### src/rtl/hilo_ctrl.sv
// HI/LO register owner for the EX stage: captures MULT results, sequences
// multi-cycle DIV/DIVU with a pipeline stall, and serves MTHI/MTLO/MFHI/MFLO.
//
//   state      | meaning
//   S_IDLE     | no divide pending; MULT/MT*/DIV accepted from EX
//   S_DIV_WAIT | divide in flight; r_cnt counts down to result-valid cycle
module hilo_ctrl #(
  parameter int DIV_CYCLES = 32
) (
  input  logic        i_clk,
  input  logic        i_rst,
  input  logic        i_flush,
  input  logic        i_op_valid,
  input  logic [2:0]  i_op,
  input  logic [31:0] i_src,
  input  logic [31:0] i_alu_lo,
  input  logic [31:0] i_alu_hi,
  output logic        o_stall,
  output logic        o_busy,
  output logic        o_div_kill,
  output logic [31:0] o_rdata,
  output logic [31:0] o_hi,
  output logic [31:0] o_lo
);

  localparam logic [0:0] S_IDLE     = 1'b0;
  localparam logic [0:0] S_DIV_WAIT = 1'b1;

  localparam logic [2:0] OP_MULT = 3'd1;
  localparam logic [2:0] OP_DIV  = 3'd2;
  localparam logic [2:0] OP_MTHI = 3'd3;
  localparam logic [2:0] OP_MTLO = 3'd4;
  localparam logic [2:0] OP_MFHI = 3'd5;
  localparam logic [2:0] OP_MFLO = 3'd6;

  localparam logic [5:0] CNT_LOAD = 6'(DIV_CYCLES - 1);

  logic [0:0]  r_state;
  logic [5:0]  r_cnt;
  logic [31:0] r_hi;
  logic [31:0] r_lo;

  logic [0:0]  w_state_nxt;
  logic [5:0]  w_cnt_nxt;
  logic [31:0] w_hi_nxt;
  logic [31:0] w_lo_nxt;
  logic        w_idle;
  logic        w_wait;
  logic        w_div_issue;

  assign w_idle      = (r_state == S_IDLE);
  assign w_wait      = (r_state == S_DIV_WAIT);
  assign w_div_issue = w_idle & i_op_valid & (i_op == OP_DIV);

  always_comb begin
    w_state_nxt = r_state;
    w_cnt_nxt   = r_cnt;
    w_hi_nxt    = r_hi;
    w_lo_nxt    = r_lo;
    if (w_idle) begin
      if (i_op_valid && !i_flush) begin
        case (i_op)
          OP_MULT: begin
            w_hi_nxt = i_alu_hi;
            w_lo_nxt = i_alu_lo;
          end
          OP_DIV: begin
            w_state_nxt = S_DIV_WAIT;
            w_cnt_nxt   = CNT_LOAD;
          end
          OP_MTHI: w_hi_nxt = i_src;
          OP_MTLO: w_lo_nxt = i_src;
          default: ;
        endcase
      end
    end else begin
      // Flush wins over a same-cycle result capture: the divide is discarded.
      if (i_flush) begin
        w_state_nxt = S_IDLE;
        w_cnt_nxt   = '0;
      end else if (r_cnt != '0) begin
        w_cnt_nxt = r_cnt - 6'd1;
      end else begin
        w_hi_nxt    = i_alu_hi;
        w_lo_nxt    = i_alu_lo;
        w_state_nxt = S_IDLE;
      end
    end
  end

  always_ff @(posedge i_clk or posedge i_rst) begin
    if (i_rst) begin
      r_state <= S_IDLE;
      r_cnt   <= '0;
      r_hi    <= '0;
      r_lo    <= '0;
    end else begin
      r_state <= w_state_nxt;
      r_cnt   <= w_cnt_nxt;
      r_hi    <= w_hi_nxt;
      r_lo    <= w_lo_nxt;
    end
  end

  // Gated by reset so a DIV still presented on the EX inputs cannot stall during reset.
  assign o_stall    = ~i_rst & ~i_flush & (w_div_issue | (w_wait & (r_cnt != '0)));
  assign o_busy     = w_wait;
  assign o_div_kill = ~i_rst & w_wait & i_flush;

  always_comb begin
    o_rdata = '0;
    if (i_op_valid && i_op == OP_MFHI) o_rdata = r_hi;
    else if (i_op_valid && i_op == OP_MFLO) o_rdata = r_lo;
  end

  assign o_hi = r_hi;
  assign o_lo = r_lo;

endmodule

### config.mk
export PLATFORM = sky130hd
export DESIGN_NAME = hilo_ctrl
export DESIGN_NICKNAME = d
export VERILOG_FILES = /design/src/rtl/hilo_ctrl.sv
export SDC_FILE = /design/constraint.sdc
export NUM_CORES = 1
export LEC_CHECK = 0
export ABC_AREA = 1
export CORE_MARGIN = 4
export CORE_UTILIZATION = 30
export CTS_CLUSTER_DIAMETER = 60
export CTS_CLUSTER_SIZE = 20
export DETAILED_ROUTE_END_ITERATION = 8
export SETUP_SLACK_MARGIN = 0.05
export SLEW_MARGIN = 20
export SYNTH_ARGS = -nofsm -noshare
export SYNTH_HDL_FRONTEND = slang
export SYNTH_SLANG_ARGS = --single-unit
### constraint.sdc
create_clock -name i_clk -period 6.7 [get_ports i_clk]
set_clock_uncertainty 0.05 [all_clocks]
set_input_delay 1.34 -clock i_clk [delete_from_list [all_inputs] [get_ports i_clk]]
set_output_delay 1.34 -clock i_clk [all_outputs]
set_load 0.02 [all_outputs]
# --- Word level (Yosys, flattened, before mapping) ---
# Index checks and enable logic that the tools add are counted.
op_classes:
  add_sub_neg: 1
  bitwise_logic: 11
  n_mux: 22
  eq_ne: 9
  n_reduce_logical: 12
ops:
  columns: ["operator", "count"]
  rows:
  - ["$mux W32", 10]
  - ["$pmux W32 S2", 2]
  - ["$mux W6", 5]
  - ["$eq A3 B3 Y1 const B", 3]
  - ["$reduce_and A4 Y1", 2]
  - ["$and A1 B1 Y1", 7]
  - ["$eq A3 B2 Y1 const B", 2]
  - ["$reduce_bool A3 Y1", 2]
  - ["$reduce_bool A6 Y1", 1]
  - ["$sub A6 B1 Y6 const B", 1]
  - ["$mux W1", 5]
  - ["$ne A2 B2 Y1 const B", 2]
  - ["$reduce_bool A2 Y1", 2]
  - ["$eq A3 B1 Y1 const B", 1]
  - ["$logic_and A1 B1 Y1", 3]
  - ["$ne A3 B2 Y1 const B", 1]
  - ["$not A1 Y1", 3]
  - ["$reduce_and A3 Y1", 1]
  - ["$logic_not A1 Y1", 1]
  - ["$or A1 B1 Y1", 1]
totals:
  regBits: 71
  out_inout_bits: 99
  in_bits: 103

# --- Longest topological paths before layout ---
depth:
  depth_word: 5
  depth_mapped: 9
  ltp_nobuf: 9

# --- Least setup slack after synthesis ---
# Ideal clock, no wire load.
synth_timing:
  path_kind: "input -> output"
  from: "input port i_op_valid"
  to: "output port o_rdata[10]"
  stages: 5
  arrival_ps: 2293
  setup_slack_ps: 3017
  path_cell_list: "nand2_1 > inv_1 > nand3_1 > clkbuf_1 > o21ai_0"
synth_via:
  elab_chain_len: 3
  elab_cells_between_ends: 4
  cone_classes: "mux (2); reduce/logical (2)"
synth_rtl:
  columns: ["item", "line", "text"]
  rows:
  - ["start: declaration", "13", "input logic i_op_valid,"]
  - ["$logic_and A1 B1 Y1", "113", "else if (i_op_valid && i_op == OP_MFLO) o_rdata = r_lo;"]
  - ["$mux W32", "113", null]
  - ["$mux W32 *", "112", "if (i_op_valid && i_op == OP_MFHI) o_rdata = r_hi;"]
  - ["end: declaration", "21", "output logic [31:0] o_rdata,"]
# Every way passes the cells marked *; elsewhere a longest branch is shown, timed or not.

# --- Worst setup path in the final report ---
layout_timing:
  from: "input port i_op[1]"
  to: "output port o_stall"
layout_via:
  elab_chain_len: 4
layout_rtl:
  columns: ["item", "line", "text"]
  rows:
  - ["start: declaration", "14", "input logic [2:0] i_op,"]
  - ["$eq A3 B2 Y1", "53", "assign w_div_issue = w_idle & i_op_valid & (i_op == OP_DIV);"]
  - ["$and A1 B1 Y1", "53", null]
  - ["$or A1 B1 Y1", "106", "assign o_stall = ~i_rst & ~i_flush & (w_div_issue | (w_wait & (r_cnt != '0)));"]
  - ["$and A1 B1 Y1", "106", null]
  - ["end: declaration", "18", "output logic o_stall,"]
# No other way between the ends.

==> impl_summary.txt <==
----------------------------------------------------
[Timing]
  Ratio of final minimum period to clock period ... between 70% and 80%
  Number of failing setup endpoints in the final timing report ... 0
  Headroom to the max-slew limit ... 28.6%
  Actual slew at the worst max-slew pin ... 1.07 ns
  Final critical-path setup slack ... 1.64 ns
  Achievable Freq ... between 150 and 200 MHz
  Final critical delay including setup and external delays ... just over 5 ns
  Setup_tns ... 0 ns
  Total count of hold-check failures in the final report ... 0
  Final-report max-slew violation count ... 0
  RSZ-0062 raised after global routing ... no

[CTS]
  Maximum level of the CTS H-tree ... 3
  Number of buffers between clock root and the deepest sink ... 2
  Clock network latency to the later pin of the worst-skew pair ... approximately 0.32 ns
  CTS buffer count ... 9
  Clock Tree Root ... sky130_fd_sc_hd__clkbuf_16
  TritonCTS clock tree ... done
  Quantity of gates resized following cts ... 0
  Clock input transition at the sequential cells of the worst setup and hold paths ... 0.06 ns
  Buffer count from post-CTS setup fixing ... 0
  Number of sinks handled by clock tree synthesis ... 71
  Number of hold buffers added after CTS ... 0

[Floorplan]
  Core outline area ... 14000 sq um
  FP Rows ... 43
  Die width ... 128 microns
  Full die area ... around 16000 sq um
  Initial cell density of the core ... a little under a third
  Count of boundary I/O pins ... 202
  Vertical die dimension ... 128 microns

[Detailed routing]
  Final antenna-violating net count ... 0
  Remaining DRCs ... 0
  Total via count in the routed design ... roughly 4800
  Average wire per cell in the routed design ... 16.4 microns
  Number of DRC markers in iteration 0 ... between 300 and 400
  Routed wire length ... about 16000 microns
  Vias per std cell ... 4.85
  Initial DRT Pass Iterations ... 5

[Synthesis]
  Seq cells post-synth ... 71
  Count of mapped cells out of synthesis ... 636
  Syn avg cell area ... 6.76 sq um
  Count of distinct cell types in the synthesized netlist ... 26
  Sequential fraction of the synthesis area ... 41.3%
  Netlist Area Pre-Place ... 4300 sq um
  Count of yosys warnings during synthesis ... 0
  Net Count, Synth ... roughly 740

[Run]
  Number of max-cap violations ... 0

[Place]
  Placer's final routability congestion estimate ... 0.818
  Post-DP HPWL ... approximately 11000 microns
  Dpl ws ... about 1.6 ns
  Port Buffer Count ... 201

[Layout]
  Antenna fix cells ... 0
  Final net count ... ~920
  Growth of design area from synthesis to finish ... 57.0%
  Ratio of cells with drive above 1 in the final layout ... between 4 and 5%
  Highest-count cells in the layout ignoring fill and taps ... sky130_fd_sc_hd__nand2_1 (220), sky130_fd_sc_hd__clkdlybuf4s50_1 (201), sky130_fd_sc_hd__o21ai_0 (114)
  Most common library cell in the layout ignoring fill and taps ... sky130_fd_sc_hd__nand2_1

[Critical path]
  Launching element type of the critical path ... input pin
  Data required time at the worst endpoint ... 5.31 ns
  Kind of critical path ... input pin to output port
  Crit path max fanout ... 17
  Arrival time at the worst endpoint ... 3.67 ns
  Crit path capture type ... output port

[Power]
  Power Dens Cells ... 288 nW/um^2
  Overall power after layout ... 1.94 mW
  Largest vdd supply drop ... 0.000119 V
  Static Leakage ... 3.10 nW

[GRT]
  Wire length of the first global-routing pass ... approximately 26000 microns
  Antenna violations before repair ... 0
  Via count of the first global-routing pass ... 4782
  Total track usage ... 19.7%
  Largest net degree at the start of global routing ... 65
  Total gr overflow ... 0

[Hold path]
  Tightest Hold Check Type ... register to register

[Status]
  Outcome ... complete, no violations

----------------------------------------------------
-- layout make-up --
class | instances | area (sq um)
clock buffer | 9 | 225
fill | 1413 | 7230
tap | 180 | 225
timing repair buffer | 206 | 2050
multi-input combinational | 449 | 2060
inverter | 76 | 287
sequential | 71 | 1780
clock inverter | 7 | 135
-- synth_stat cells --
master,n,area [sq um]
sky130_fd_sc_hd__o211ai_4,1,21.3
sky130_fd_sc_hd__nand3_1,68,340
sky130_fd_sc_hd__a21oi_2,2,17.5
sky130_fd_sc_hd__buf_4,4,30.0
sky130_fd_sc_hd__nor2_1,8,30.0
sky130_fd_sc_hd__nand4_4,1,21.3
sky130_fd_sc_hd__xor2_1,1,8.76
sky130_fd_sc_hd__nand4_1,2,12.5
sky130_fd_sc_hd__nand2_1,220,826
sky130_fd_sc_hd__clkbuf_2,3,15.0
sky130_fd_sc_hd__xnor2_1,1,8.76
sky130_fd_sc_hd__a21oi_1,1,5.00
sky130_fd_sc_hd__nor2_4,2,22.5
sky130_fd_sc_hd__buf_2,17,85.1
sky130_fd_sc_hd__nand2_2,2,12.5
sky130_fd_sc_hd__dfrtp_1,71,1780
sky130_fd_sc_hd__buf_1,3,11.3
sky130_fd_sc_hd__nand2_4,1,11.3
sky130_fd_sc_hd__nor3_1,1,5.00
sky130_fd_sc_hd__nor2_2,1,6.26
sky130_fd_sc_hd__o21ai_1,21,105
sky130_fd_sc_hd__o21ai_0,114,571
sky130_fd_sc_hd__ha_1,2,25.0
sky130_fd_sc_hd__inv_1,71,267
sky130_fd_sc_hd__inv_2,5,18.8
sky130_fd_sc_hd__clkbuf_1,13,48.8
-- per-stage QoR --
stage	hold slack, ns	utilization, %	std cells	area [sq um]
final	0.449	48.3	998	6760
after global placement	0.439	45.7	982	6390
after floorplan	0.441	-	636	4300
after CTS	0.453	48.3	998	6760
after global routing	0.479	48.3	998	6760
after detailed placement	0.436	45.7	982	6390
-- per-layer routing --
metal  GRT usage [%]  part of all wire [%]  vias to the layer above
li1                -                     -                     2386
met1            25.9                    44                     2255
met2            33.1                    49                      191
met3            3.96                   6.9                       10
met4            4.81                  0.68                        0
met5               0                     0                        -
-- flip-flops by register name, indices dropped and copies added (netlist names) --
| signal | cells |
|---|---|
| o_busy | 1 |
| r_cnt | 6 |
| o_hi | 32 |
| o_lo | 32 |
-- kinds of logic after synthesis --
group / share of synthesized area (%)
compound gates: 16.7
xor+xnor: 0.407
fa+ha+maj: 0.582
buf+inv: 11.1
flops: 41.3
simple gates: 29.9
-- final timing paths --
path                                      start                   end  slack [ns]  cells past startpoint
setup reg to reg           r_cnt[0]$_DFFE_PP0P_  o_lo[29]$_DFFE_PP0P_        3.73                      7
max in group asynchronous                 i_rst  o_hi[24]$_DFFE_PP0P_        4.26                      3
hold / removal             o_lo[16]$_DFFE_PP0P_  o_lo[16]$_DFFE_PP0P_        0.45                      2
hold reg to reg            o_lo[16]$_DFFE_PP0P_  o_lo[16]$_DFFE_PP0P_        0.45                      2
setup / recovery                        i_op[1]               o_stall        1.64                      8
min in group asynchronous                 i_rst  o_lo[10]$_DFFE_PP0P_        1.36                      2
-- where the power goes --
part / switching [mW] / internal [mW] / leakage (nW) / total, mW
registers: 0.0994 / 0.550 / 0.882 / 0.649
logic: 0.384 / 0.329 / 2.03 / 0.713
clock network: 0.182 / 0.399 / 0.179 / 0.581
total: 0.665 / 1.28 / 3.10 / 1.94
-- critical path, stage by stage --
cell	delay [ns]
sky130_fd_sc_hd__clkdlybuf4s50_1	0.65
sky130_fd_sc_hd__inv_2	0.09
sky130_fd_sc_hd__nor2_4	0.37
sky130_fd_sc_hd__nand4_1	0.17
sky130_fd_sc_hd__a21oi_2	0.30
sky130_fd_sc_hd__inv_2	0.05
sky130_fd_sc_hd__nor2_1	0.09
sky130_fd_sc_hd__clkdlybuf4s50_1	0.61
No activity file was read; power rests on OpenSTA's default activity.
